**src/rtl/simon_pkg.sv**
```systemverilog
`default_nettype none
// ============================================================================
// Module : simon_pkg
// Brief  : Shared types, speed tables and LFSR constants for the Simon player.
// Rev    : 1.0  initial release
// ============================================================================
package simon_pkg;

    typedef enum logic [1:0] {
        GREEN  = 2'd0,
        RED    = 2'd1,
        YELLOW = 2'd2,
        BLUE   = 2'd3
    } color_t;

    typedef enum logic [2:0] {
        ST_IDLE = 3'd0,
        ST_GEN  = 3'd1,
        ST_ON   = 3'd2,
        ST_GAP  = 3'd3,
        ST_DONE = 3'd4
    } player_state_t;

    // Indexed by the 2-bit speed code; values are in timing ticks.
    localparam logic [5:0] ON_TICKS  [4] = '{6'd60, 6'd40, 6'd25, 6'd15};
    localparam logic [5:0] GAP_TICKS [4] = '{6'd20, 6'd15, 6'd10, 6'd5};

    localparam logic [15:0] LFSR_SEED = 16'hACE1;
    localparam logic [15:0] LFSR_TAPS = 16'hB400;

    function automatic logic [3:0] color_onehot(input color_t c);
        return 4'b0001 << c;
    endfunction

endpackage
`default_nettype wire

```
**src/rtl/lfsr16.sv**
```systemverilog
`default_nettype none
// ============================================================================
// Module : lfsr16
// Brief  : Free-running 16-bit Galois LFSR, right-shifting, never reaches zero.
// Rev    : 1.0  initial release
// ============================================================================
module lfsr16
    import simon_pkg::*;
(
    input  logic        i_clk,
    input  logic        i_reset,
    output logic [15:0] value
);

    always_ff @(posedge i_clk or posedge i_reset) begin
        if (i_reset) begin
            value <= LFSR_SEED;
        end else begin
            value <= {1'b0, value[15:1]} ^ (value[0] ? LFSR_TAPS : 16'h0000);
        end
    end

endmodule
`default_nettype wire

```
**src/rtl/sequence_player.sv**
```systemverilog
`default_nettype none
// ============================================================================
// Module : sequence_player
// Brief  : Generates a pseudo-random Simon sequence and plays it on four LEDs.
// Rev    : 1.0  initial release
// ============================================================================
module sequence_player
    import simon_pkg::*;
#(
    parameter int MAX_LEN  = 32,
    parameter int TICK_CYC = 1_000_000
) (
    input  logic       i_clk,
    input  logic       i_reset,
    input  logic       i_start,
    input  logic [5:0] i_seq_len,
    input  logic [1:0] i_speed,
    input  logic       i_play,
    input  logic [5:0] i_round,
    input  logic [4:0] i_rd_idx,
    output logic [1:0] o_rd_color,
    output logic [3:0] o_led,
    output logic [5:0] o_seq_len,
    output logic       o_seq_valid,
    output logic       o_busy,
    output logic       o_done,
    output logic       o_err
);

    localparam int            PRE_W     = (TICK_CYC > 1) ? $clog2(TICK_CYC) : 1;
    localparam logic [PRE_W-1:0] PRE_LAST = PRE_W'(TICK_CYC - 1);
    localparam logic [5:0]    MAX_LEN_6 = 6'(MAX_LEN);

    player_state_t    state, next_state;
    logic [15:0]      lfsr;
    logic             unused_lfsr;
    color_t           mem [MAX_LEN];
    logic [4:0]       gen_idx;
    logic [5:0]       seq_len, eff_len, round_r, step, phase_limit;
    logic [1:0]       speed_r, rd_color;
    logic [PRE_W-1:0] pre;
    logic [5:0]       ticks;
    logic             seq_valid, err, play_ok, phase_end, gen_last;

    lfsr16 u_lfsr (
        .i_clk   (i_clk),
        .i_reset (i_reset),
        .value   (lfsr)
    );

    assign unused_lfsr = ^lfsr[15:2];

    assign eff_len   = (i_seq_len == 6'd0 || i_seq_len > MAX_LEN_6) ? MAX_LEN_6 : i_seq_len;
    assign play_ok   = seq_valid && (i_round != 6'd0) && (i_round <= seq_len);
    assign gen_last  = ({1'b0, gen_idx} == seq_len - 6'd1);
    assign phase_limit = (state == ST_ON) ? ON_TICKS[speed_r] : GAP_TICKS[speed_r];
    assign phase_end = (pre == PRE_LAST) && (ticks == phase_limit - 6'd1);

    always_comb begin
        next_state = state;
        case (state)
            ST_IDLE: if (i_play && play_ok) next_state = ST_ON;
            ST_GEN:  if (gen_last)          next_state = ST_IDLE;
            ST_ON:   if (phase_end)         next_state = ST_GAP;
            ST_GAP:  if (phase_end)         next_state = (step == round_r - 6'd1) ? ST_DONE : ST_ON;
            ST_DONE:                        next_state = ST_IDLE;
            default:                        next_state = ST_IDLE;
        endcase
        // A start request overrides everything, including a same-cycle play.
        if (i_start) next_state = ST_GEN;
    end

    always_ff @(posedge i_clk or posedge i_reset) begin
        if (i_reset) begin
            state     <= ST_IDLE;
            gen_idx   <= 5'd0;
            seq_len   <= 6'd0;
            seq_valid <= 1'b0;
            step      <= 6'd0;
            round_r   <= 6'd0;
            speed_r   <= 2'd0;
            pre       <= '0;
            ticks     <= 6'd0;
            err       <= 1'b0;
            rd_color  <= 2'd0;
        end else begin
            state    <= next_state;
            err      <= 1'b0;
            rd_color <= mem[i_rd_idx];
            // Phase timers restart whenever the state changes.
            if (next_state != state) begin
                pre   <= '0;
                ticks <= 6'd0;
            end else if (pre == PRE_LAST) begin
                pre   <= '0;
                ticks <= ticks + 6'd1;
            end else begin
                pre <= pre + 1'b1;
            end
            case (state)
                ST_IDLE: if (i_play && !i_start) begin
                    if (play_ok) begin
                        step    <= 6'd0;
                        round_r <= i_round;
                        speed_r <= i_speed;
                    end else begin
                        err <= 1'b1;
                    end
                end
                ST_GEN: begin
                    gen_idx <= gen_idx + 5'd1;
                    if (gen_last) seq_valid <= 1'b1;
                end
                ST_GAP: if (phase_end && step != round_r - 6'd1) step <= step + 6'd1;
                default: ;
            endcase
            if (i_start) begin
                seq_len   <= eff_len;
                seq_valid <= 1'b0;
                gen_idx   <= 5'd0;
            end
        end
    end

    always_ff @(posedge i_clk) begin
        if (state == ST_GEN) mem[gen_idx] <= color_t'(lfsr[1:0]);
    end

    assign o_led       = (state == ST_ON) ? color_onehot(mem[step[4:0]]) : 4'b0000;
    assign o_busy      = (state != ST_IDLE);
    assign o_done      = (state == ST_DONE);
    assign o_err       = err;
    assign o_seq_len   = seq_len;
    assign o_seq_valid = seq_valid;
    assign o_rd_color  = rd_color;

endmodule
`default_nettype wire

```
**config.mk**
```make
export PLATFORM = sky130hd
export DESIGN_NAME = sequence_player
export DESIGN_NICKNAME = d
export VERILOG_FILES = /design/src/rtl/simon_pkg.sv /design/src/rtl/lfsr16.sv /design/src/rtl/sequence_player.sv
export SDC_FILE = /design/constraint.sdc
export NUM_CORES = 1
export LEC_CHECK = 0
export ABC_AREA = 1
export ABC_CLOCK_PERIOD_IN_PS = 2100
export BUFFER_PORTS_ARGS = -buffer_cell sky130_fd_sc_hd__clkbuf_2
export CAP_MARGIN = 20
export CELL_PAD_IN_SITES_DETAIL_PLACEMENT = 2
export CELL_PAD_IN_SITES_GLOBAL_PLACEMENT = 2
export CORE_ASPECT_RATIO = 1.2
export CORE_UTILIZATION = 30
export DETAILED_ROUTE_END_ITERATION = 6
export PLACE_DENSITY = 0.72
export SETUP_SLACK_MARGIN = 0.2
export SLEW_MARGIN = 15
export SYNTH_ARGS = -nofsm -noshare
export SYNTH_HDL_FRONTEND = slang
export SYNTH_SLANG_ARGS = --single-unit
```
**constraint.sdc**
```tcl
create_clock -name i_clk -period 2.1 [get_ports i_clk]
set_clock_uncertainty 0.1 [all_clocks]
set_input_delay 0.315 -clock i_clk [delete_from_list [all_inputs] [get_ports i_clk]]
set_output_delay 0.315 -clock i_clk [all_outputs]
set_load 0.01 [all_outputs]
```
==> results.sh, run 1 <==
export IMPL_netlist_instances=836
export IMPL_grt_pass1_wl_um=53500
export IMPL_synth_top_family_by_area="simple AND/OR/NAND/NOR gates"
export IMPL_avgSynthCellArea_um2=9.01
export IMPL_antenna_found_initial=0
export IMPL_grt_ovfl_total=0
export IMPL_total_power_mw=9.77
export IMPL_leakage_nw=4.64
export IMPL_vdd_ir_drop_max_uv=739
export IMPL_gp_routability_congestion=0.796
export IMPL_p_clk_share_pct=35.4
export IMPL_critPathKind="reg -> out"
export IMPL_initial_core_util_pct=30.5
export IMPL_cp_cell_sequence="buf_12 -> buf_8 -> o21ai_1 -> o22ai_2 -> o211ai_1 -> nand2_1 -> o21ai_4 -> inv_2 -> nor2_2 -> buf_2"
export IMPL_grt_start_max_net_pins=37
export IMPL_synth_xor_area_share_pct=3.72
export IMPL_synth_area_mm2=0.00753
export IMPL_cellInternalPower_mw=6.01
export IMPL_start_kind="flip-flop"
export IMPL_end_kind="output pin"
export IMPL_switchingPower_mw=3.76
export IMPL_ys_async_sr_fraction_pct=53.6
export IMPL_power_switching_share_pct=38.5
export IMPL_instances_no_fill=1383
export IMPL_pwr_share_seq_pct=32.3
export IMPL_finalSetupViolCount=92
export IMPL_hold_path_class="in -> reg"
export IMPL_cts_buffer_depth=2
export IMPL_clock_sinks=138
export IMPL_rsz0062_at_grt="true"
export IMPL_hold_viol_final=0
export IMPL_wirelength_um=41300
export IMPL_ys_types=47
export IMPL_firstDrtPassIters=4
export IMPL_clk_latency_ns=0.47
export IMPL_slowest_stage="dfrtp_2"
export IMPL_cp_arrival_ns=2.68
export IMPL_worstPathRequired_ns=1.68
export IMPL_maxCapViolCount=0
export IMPL_hold_worst_slack_ns=0.0199
export IMPL_cp_top_family="compound AO/OA/AOI/OAI gates"
export IMPL_dpl_cell_count=1307
export IMPL_diodes=0
export IMPL_drive_gt1_share_pct=47.9
export IMPL_cts_root_buf="clkbuf_16"
export IMPL_row_count=63
export IMPL_crit_path_max_incr_delay_ns=0.46
export IMPL_crit_fanout=8
export IMPL_r2r_slack_ns=-0.78
export IMPL_ys_seq_elements=138
export IMPL_comb_power_share_pct=32.4
export IMPL_grt_pass1_vias=8608
export IMPL_cts_tree="built"
export IMPL_wire_per_inst_um=29.9
export IMPL_worst_pin_slew_ns=0.798
export IMPL_ys_flop_type="dfrtp_1"
export IMPL_port_buffers=38
export IMPL_finalWorstSetupSlack_ns=-0.999
export IMPL_synth_edf_count=64
export IMPL_syn_nets=877
export IMPL_rr_worst_depth=14
export IMPL_place_hpwl_um=18800
export IMPL_hold_path_startpoint="i_rd_idx[4]"
export IMPL_coreArea_mm2=0.0247
export IMPL_synthSimpleGateAreaFrac_pct=24.3
export IMPL_grt_util_all_layers_pct=28.1
export IMPL_path_clk_slew_ns=0.09
export IMPL_ys_seq_area_share_pct=50.2
export IMPL_drv_slew=0
export IMPL_io_pin_count=39
export IMPL_area_growth_pct=52.5
export IMPL_status="finished, violations left"
export IMPL_whs_path_depth=2
export IMPL_path_buf_inv=4
export IMPL_timing_rr_start="o_seq_len[1]$_DFFE_PP0P_"
export IMPL_nets=1086
export IMPL_via_count=7800
export IMPL_synth_fa_ha_area_share_pct=2.99
export IMPL_cts_buffers=17
export IMPL_fin_crit_sh_pct=148
export IMPL_slew_headroom_pct=46.8
export IMPL_worstReg2RegEnd="pre[8]$_DFF_PP0_"
export IMPL_dr_first_iter_drc_count=519
export IMPL_die_area_mm2=0.0257
export IMPL_min_to="o_rd_color[1]$_DFF_PP0_"
export IMPL_max_clock_freq_mhz=323
export IMPL_htree_levels=4
export IMPL_via_per_inst=5.64
export IMPL_synth_area_mux_share_pct=0.432
export IMPL_antenna_left=0
export IMPL_yosys_warnings=0
export IMPL_die_x_um=147
export IMPL_drc_errors=0
export IMPL_fin_crit_ns=3.10
export IMPL_power_density_mw_per_mm2=850
export IMPL_dieHeight_um=176
export IMPL_failed_checks="setup timing"
export IMPL_synth_compound_area_share_pct=12.1
[through the flow]
step           TNS, ns  worst slack [ns]  util, %  area (µm²)
6_report        -31.85            -0.999     46.6       11500
5_1_grt         -35.13             -1.03     46.6       11500
4_1_cts         -15.44            -0.671     43.5       10700
3_5_place_dp    -15.90            -0.465     37.0        9140
3_3_place_gp    -10.53            -0.322     37.0        9140
2_1_floorplan    -2.31            -0.121        -        7680
[synthesized netlist by cell type (2+ instances only)]
master / n / area share (%)
nor4_1: 8 / 0.66
xor2_1: 22 / 2.6
nand3_2: 4 / 0.53
nor2_2: 2 / 0.17
inv_1: 79 / 3.9
edfxtp_1: 64 / 26
nand3_1: 53 / 3.5
inv_2: 4 / 0.20
clkbuf_1: 25 / 1.2
nand2_1: 93 / 4.6
nand2_2: 5 / 0.42
mux2_2: 2 / 0.30
buf_2: 2 / 0.13
clkinv_1: 2 / 0.10
a21oi_1: 11 / 0.73
nand4_1: 13 / 1.1
ha_1: 18 / 3.0
dfrtp_1: 66 / 22
o22ai_1: 17 / 1.4
o211ai_1: 2 / 0.20
nor3_1: 12 / 0.80
a31oi_1: 2 / 0.17
buf_12: 2 / 0.53
nor2_1: 151 / 7.5
nor2_4: 22 / 3.3
xnor2_1: 10 / 1.2
dfstp_2: 8 / 2.8
o21ai_2: 2 / 0.23
nand2_4: 6 / 0.90
or2_2: 4 / 0.33
o32ai_1: 2 / 0.23
o221ai_1: 18 / 2.1
a32oi_1: 2 / 0.23
o21ai_0: 90 / 6.0
[logic make-up (layout without fill, tap and decap cells)]
family / Yosys count / after routing
adder cells (fa/ha/maj): 18 / 18
AO/OA/AOI/OAI: 154 / 155
buffers and inverters: 115 / 336
AND/OR/NAND/NOR: 376 / 376
multiplexers: 3 / 3
flip-flops: 138 / 138
XOR/XNOR: 32 / 32
[layer usage]
| metal | vias up | track usage, % | share of wire (%) |
|---|---|---|---|
| met5 | - | 0 | 0 |
| met4 | 0 | 17.3 | 6.1 |
| met3 | 154 | 4.26 | 3.9 |
| met2 | 333 | 51.9 | 54 |
| met1 | 4038 | 29.8 | 36 |
| li1 | 3275 | - | - |
[how the worst max path moves through the flow]
stage                                      start                   end  depth (start not counted)
after floorplan           speed_r[1]$_DFFE_PP0P_     pre[12]$_DFF_PP0_                         19
after global placement    speed_r[0]$_DFFE_PP0P_  ticks[5]$_DFFE_PP0P_                         18
after detailed placement     step[1]$_DFFE_PP0P_  ticks[0]$_DFFE_PP0P_                         12
after CTS                    step[0]$_DFFE_PP0P_              o_led[1]                         11
after global routing         step[0]$_DFFE_PP0P_              o_led[0]                         10
final                        step[0]$_DFFE_PP0P_              o_led[0]                         10
[repair_timing]
item / 4_1_cts / 5_1_grt
buffers inserted: 21 / 15
endpoints found under the setup margin: 107 / 114
resized for setup: 181 / 163
cloned: 7 / 0
hold buffers: 1 / 0
pin swaps: 55 / 45
hold endpoints to repair: 14 / 0
[worst register-to-register path: stages (launching register included)]
cell and delay, ns:
dfrtp_1 0.42, inv_2 0.08, buf_6 0.13, ha_4 0.17, xnor2_2 0.15, xor2_1 0.21, nand4_1 0.20, nor3_2 0.23
nor2_1 0.15, a21oi_4 0.18, nand4_1 0.13, nand2_2 0.21, nand2_8 0.14, buf_16 0.18, nor2_4 0.13
[power groups by stage]
| stage | logic [mW] | registers (mW) | clock network, mW |
|---|---|---|---|
| 3_5_place_dp | 1.87 | 3.15 | 0 |
| 4_1_cts | 2.40 | 3.11 | 3.31 |
| 6_report | 3.16 | 3.15 | 3.46 |
| 3_3_place_gp | 1.80 | 3.14 | 0 |
| 5_1_grt | 3.26 | 3.16 | 3.57 |
| 2_1_floorplan | 1.09 | 3.14 | 0 |
[layout make-up]
| class | count | area (µm²) |
|---|---|---|
| clock inverter | 15 | 199 |
| timing repair inverter | 2 | 32.5 |
| sequential | 138 | 3790 |
| multi-input combinational | 584 | 4400 |
| fill | 2573 | 13200 |
| timing repair buffer | 217 | 1870 |
| tap | 325 | 407 |
| inverter | 85 | 363 |
| clock buffer | 17 | 425 |
[sequential cells by signal, indices dropped and copies added (netlist names)]
name          count
o_rd_color        2
pre              20
round_r           6
gen_idx           5
step              6
u_lfsr.value     16
mem              64
state             3
o_seq_valid       1
o_err             1
speed_r           2
o_seq_len         6
ticks             6
[cell usage in the layout (no fill, tap or decap), drive strengths merged, types with 2 or more instances in the layout]
cell type	synthesis	final
clkbuf	25	51
nor4	8	8
o211ai	2	2
nor3	12	12
bufinv	0	2
xnor2	10	10
clkinv	2	7
edfxtp	64	64
clkinvlp	0	2
a31oi	2	2
nand2	104	104
nor2	175	175
nand4	14	14
a21oi	12	12
dfstp	8	8
o32ai	2	2
a32oi	2	2
ha	18	18
xor2	22	22
o21ai	93	94
buf	5	182
nand3	58	58
or2	4	4
inv	83	91
o221ai	18	18
mux2	2	2
o22ai	17	17
dfrtp	66	66
Note: power is estimated with default switching activity, not from simulation.
==> inputs of run 2 (changes only) <==
ABC_CLOCK_PERIOD_IN_PS = 3450   (was 2100)
PLACE_DENSITY = 0.69   (was 0.72)
clock period = 3.45 ns   (was 2.1 ns; I/O delays follow)
==> run 2 against run 1 <==
  * The run now ends clean
  * Utilization is 11 points lower
  * First-iteration DRC count is 64% lower
  * Register-to-register slack better by 1.2 ns
  * Setup slack better by 1.3 ns
  * Clock power is 47% lower
  * Sequential share of layout area is 10 points higher
  * Critical endpoint is now o_led[3]
==> results.sh, run 2 (synthesized netlist as in run 1, its figures left out) <==
export IMPL_comb_power_share_pct=18.3
export IMPL_fin_crit_sh_pct=91.3
export IMPL_initial_core_util_pct=30.5
export IMPL_power_density_mw_per_mm2=520
export IMPL_cts_buffers=17
export IMPL_area_growth_pct=16.9
export IMPL_antenna_left=0
export IMPL_start_kind="flip-flop"
export IMPL_finalSetupViolCount=0
export IMPL_p_clk_share_pct=40.0
export IMPL_slew_headroom_pct=53.6
export IMPL_largest_register_ffs=64
export IMPL_final_setup_tns_ns=0
export IMPL_firstDrtPassIters=4
export IMPL_regMostFlops="mem"
export IMPL_hold_path_class="in -> async"
export IMPL_worstPathRequired_ns=2.83
export IMPL_hold_viol_final=0
export IMPL_cts_buffer_depth=2
export IMPL_gp_routability_congestion=0.754
export IMPL_dieHeight_um=176
export IMPL_pwr_share_seq_pct=41.6
export IMPL_row_count=63
export IMPL_final_cell_mix="nor2_1, nand2_1, o21ai_0"
export IMPL_leakage_nw=3.59
export IMPL_finalWorstSetupSlack_ns=0.301
export IMPL_die_area_mm2=0.0257
export IMPL_clk_latency_ns=0.43
export IMPL_grt_pass1_vias=6767
export IMPL_die_x_um=147
export IMPL_rr_worst_depth=15
export IMPL_grt_util_all_layers_pct=18.4
export IMPL_worstReg2RegEnd="ticks[5]$_DFFE_PP0P_"
export IMPL_cts_tree="built"
export IMPL_power_switching_share_pct=32.9
export IMPL_end_kind="output pin"
export IMPL_rsz0062_at_grt="true"
export IMPL_clock_sinks=138
export IMPL_cp_arrival_ns=2.53
export IMPL_htree_levels=4
export IMPL_drc_errors=0
export IMPL_r2r_slack_ns=0.41
export IMPL_crit_fanout=18
export IMPL_critPathKind="reg -> out"
export IMPL_diodes=0
export IMPL_top_regs="mem x64, pre x20, u_lfsr.value x16"
export IMPL_maxCapViolCount=0
export IMPL_cts_root_buf="clkbuf_16"
export IMPL_holdBufCountCts=0
export IMPL_final_common_cell="nor2_1"
export IMPL_io_pin_count=39
export IMPL_drv_slew=0
export IMPL_antenna_found_initial=0
export IMPL_grt_pass1_wl_um=36400
export IMPL_port_buffers=38
export IMPL_fin_crit_ns=3.15
export IMPL_via_count=6086
export IMPL_preCtsSetupSlack_ns=0.456
export IMPL_grt_start_max_net_pins=75
export IMPL_place_hpwl_um=16300
export IMPL_grt_ovfl_total=0
export IMPL_coreArea_mm2=0.0247
export IMPL_wirelength_um=22900
export IMPL_cellInternalPower_mw=3.07
export IMPL_timing_rr_start="step[0]$_DFFE_PP0P_"
export IMPL_via_per_inst=5.00
export IMPL_drive_gt1_share_pct=18.3
export IMPL_worst_pin_slew_ns=0.689
export IMPL_vdd_ir_drop_max_uv=311
export IMPL_dr_first_iter_drc_count=188
export IMPL_path_clk_slew_ns=0.07
export IMPL_status="completed"
export IMPL_max_clock_freq_mhz=318
export IMPL_nets=920
export IMPL_wire_per_inst_um=18.8
export IMPL_switchingPower_mw=1.51
## run 2: critical path: stages (launching register included)
cell,delay (ns)
dfrtp_2,0.43
buf_12,0.14
clkinvlp_4,0.08
buf_6,0.18
nor2_2,0.06
o22ai_2,0.24
o21ai_0,0.11
o221ai_1,0.27
o21ai_2,0.15
buf_4,0.15
nor2_1,0.11
clkbuf_2,0.15
## run 2: cell type report
type	instances	area (µm²)
fill	2777	15900
clock buffer	17	425
tap	325	407
sequential	138	3790
timing repair buffer	54	377
clock inverter	15	159
multi-input combinational	583	3320
inverter	85	328
## run 2: routing by layer
layer / track usage [%] / wire (µm) / vias up
met5: 0 / 0 / -
li1: - / - / 2929
met3: 3.40 / 407 / 27
met4: 6.42 / 448 / 0
met2: 33.5 / 12200 / 53
met1: 21.5 / 9790 / 3077
## run 2: worst max-delay path by stage
stage	from	endpoint	cells past startpoint
floorplan	step[0]$_DFFE_PP0P_	o_led[0]	10
global placement	speed_r[1]$_DFFE_PP0P_	pre[19]$_DFF_PP0_	18
detailed placement	speed_r[1]$_DFFE_PP0P_	ticks[1]$_DFFE_PP0P_	18
CTS	step[1]$_DFFE_PP0P_	o_led[1]	10
global route	step[0]$_DFFE_PP0P_	ticks[5]$_DFFE_PP0P_	15
finish	step[0]$_DFFE_PP0P_	o_led[3]	11
## run 2: through the flow
stage / util, % / hold slack (ns) / cells / total power [mW] / instance area [µm²]
floorplan: - / 0.231 / 836 / 2.57 / 7530
global placement: 32.8 / 0.232 / 1179 / 2.77 / 8080
detailed placement: 32.8 / 0.236 / 1179 / 2.80 / 8080
CTS: 35.2 / 0.0742 / 1211 / 4.66 / 8690
global route: 35.7 / 0.0951 / 1217 / 4.79 / 8800
finish: 35.7 / 0.0595 / 1217 / 4.58 / 8800
## run 2: repair_timing
action	CTS	global route
gates cloned	0	1
setup buffers	0	5
endpoints found under the setup margin	4	4
gates resized for setup	5	20
pin swaps	1	11
## run 2: power groups by stage
stage	logic (mW)	registers, mW	clock network (mW)
3_5_place_dp	0.861	1.93	0
6_report	0.840	1.91	1.83
4_1_cts	0.864	1.90	1.89
2_1_floorplan	0.659	1.91	0
3_3_place_gp	0.836	1.93	0
5_1_grt	0.937	1.91	1.94
==> inputs of run 3 (changes only) <==
ABC_CLOCK_PERIOD_IN_PS = 3060   (was 3450)
clock period = 3.06 ns   (was 3.45 ns; I/O delays follow)
==> run 3 against run 2 <==
  * Non-clock buffer count is 29 higher
  * Combinational power rose by 32%
  * Sequential power rose by 13%
  * First-iteration DRC count grew 13%
  * Clock power grew 17%
  * Largest cell class unchanged
  * Critical endpoint is now o_led[1]
  * Global-route usage grew 1.5 points
  * Register-to-register slack lost 0.10 ns
==> results.sh, run 3 (synthesized netlist as in run 1, its figures left out) <==
export IMPL_clk_latency_ns=0.43
export IMPL_antenna_found_initial=0
export IMPL_slew_headroom_pct=48.9
export IMPL_multi_input_area_mm2=0.00347
export IMPL_crit_fanout=10
export IMPL_fin_crit_sh_pct=96.8
export IMPL_grt_ovfl_total=0
export IMPL_coreArea_mm2=0.0247
export IMPL_start_kind="flip-flop"
export IMPL_via_count=6405
export IMPL_rsz0062_at_grt="true"
export IMPL_gp_routability_congestion=0.788
export IMPL_cp_arrival_ns=2.40
export IMPL_die_area_mm2=0.0257
export IMPL_hold_path_class="in -> async"
export IMPL_die_x_um=147
export IMPL_dpl_instance_area_mm2=0.00823
export IMPL_finalWorstSetupSlack_ns=0.0978
export IMPL_max_clock_freq_mhz=338
export IMPL_crit_start="step[0]$_DFFE_PP0P_"
export IMPL_end_kind="output pin"
export IMPL_final_common_cell="nor2_1"
export IMPL_cts_tree="built"
export IMPL_seqCellArea_mm2=0.00378
export IMPL_worstPathRequired_ns=2.50
export IMPL_cp_top_family="buffers and inverters"
export IMPL_fill_cells=2705
export IMPL_nets=949
export IMPL_antenna_left=0
export IMPL_largest_register_ffs=64
export IMPL_wirelength_um=24800
export IMPL_postLayoutCellArea_mm2=0.00939
export IMPL_slowest_stage="dfrtp_2"
export IMPL_drc_errors=0
export IMPL_final_cell_mix="nor2_1, nand2_1, inv_1"
export IMPL_regMostFlops="mem"
export IMPL_grt_start_max_net_pins=40
export IMPL_fin_crit_ns=2.96
export IMPL_initial_core_util_pct=30.5
export IMPL_drv_slew=0
export IMPL_firstDrtPassIters=4
export IMPL_instances_no_fill=1246
export IMPL_holdBufCountCts=0
export IMPL_area_growth_pct=24.6
export IMPL_path_buf_inv=4
export IMPL_cts_root_buf="clkbuf_16"
export IMPL_io_pin_count=39
export IMPL_timing_rr_start="step[1]$_DFFE_PP0P_"
export IMPL_vdd_ir_drop_max_uv=435
export IMPL_cts_buffers=17
export IMPL_drive_gt1_share_pct=23.6
export IMPL_dr_first_iter_drc_count=213
export IMPL_path_clk_slew_ns=0.06
export IMPL_htree_levels=4
export IMPL_grt_pass1_wl_um=38800
export IMPL_crit_path_max_incr_delay_ns=0.47
export IMPL_worst_pin_slew_ns=0.766
export IMPL_maxCapViolCount=0
export IMPL_grt_pass1_vias=6974
export IMPL_wire_per_inst_um=19.9
export IMPL_preCtsSetupSlack_ns=0.279
export IMPL_critPathKind="reg -> out"
export IMPL_leakage_nw=3.86
export IMPL_clock_sinks=138
export IMPL_port_buffers=38
export IMPL_cts_buffer_depth=2
export IMPL_diodes=0
export IMPL_grt_util_all_layers_pct=19.9
export IMPL_status="completed"
export IMPL_top_regs="mem x64, pre x20, u_lfsr.value x16"
export IMPL_hold_viol_final=0
export IMPL_cp_cell_sequence="buf_4 -> bufbuf_16 -> nor2_1 -> o221ai_2 -> o211ai_1 -> nand2_1 -> o21ai_2 -> inv_1 -> nor2_1 -> buf_2"
export IMPL_crit_top_cell="nor2_1"
export IMPL_place_hpwl_um=17300
export IMPL_power_density_mw_per_mm2=577
export IMPL_finalSetupViolCount=0
export IMPL_dieHeight_um=176
export IMPL_via_per_inst=5.14
export IMPL_row_count=63
export IMPL_dpl_cell_count=1194
==> run 3: routing by layer <==
metal	global-route usage (%)	vias to the layer above	wire [µm]
met3	4.26	39	812
li1	-	2994	-
met1	22.1	3277	9880
met2	36.8	95	13500
met5	0	-	0
met4	7.55	0	654
==> run 3: metrics by stage <==
step	TNS (ns)	utilization (%)	hold slack [ns]	power, mW
4_1_cts	0	37.2	0.0557	5.41
5_1_grt	-0.0125	38.0	0.0771	5.66
6_report	0	38.0	0.0269	5.42
3_3_place_gp	0	33.3	0.232	3.20
2_1_floorplan	0	-	0.231	2.90
3_5_place_dp	0	33.3	0.238	3.24
==> run 3: where the power goes <==
group	leakage (nW)	internal (mW)	switching [mW]
logic	2.05	0.379	0.732
clock network	0.297	1.34	0.818
registers	1.51	2.05	0.101
total	3.86	3.77	1.65
==> run 3: worst reg2reg max path: cells and delay by family, from the launching register on <==
kind                   cells  cell delay (ns)
AO/OA/AOI/OAI              3             0.42
XOR/XNOR                   1             0.14
AND/OR/NAND/NOR            6             0.87
buffers and inverters      4             0.67
flip-flops                 1             0.42
==> run 3: final timing paths <==
path | depth (start not counted) | to | slack [ns]
max | 10 | o_led[1] | 0.1
min | 2 | o_rd_color[1]$_DFF_PP0_ | 0.03
max reg2reg | 14 | pre[1]$_DFF_PP0_ | 0.31
min reg2reg | 0 | u_lfsr.value[3]$_DFF_PP0_ | 0.25
max in group asynchronous | 3 | step[0]$_DFFE_PP0P_ | 2.13
min in group i_clk | 3 | o_err$_DFF_PP0_ | 0.16
==> run 3: cell type report <==
class | instances | share of cell area [%]
clock buffer | 23 | 5.43
clock inverter | 9 | 1.13
inverter | 85 | 3.47
multi-input combinational | 583 | 37.0
sequential | 138 | 40.3
tap | 325 | 4.33
timing repair buffer | 83 | 8.34
==> run 3: what timing repair did <==
item                       in CTS  in global routing
setup buffers                  10                  6
pin swaps                      11                 24
resized for setup              42                 52
setup endpoints to repair       4                 27
cloned                          4                  0
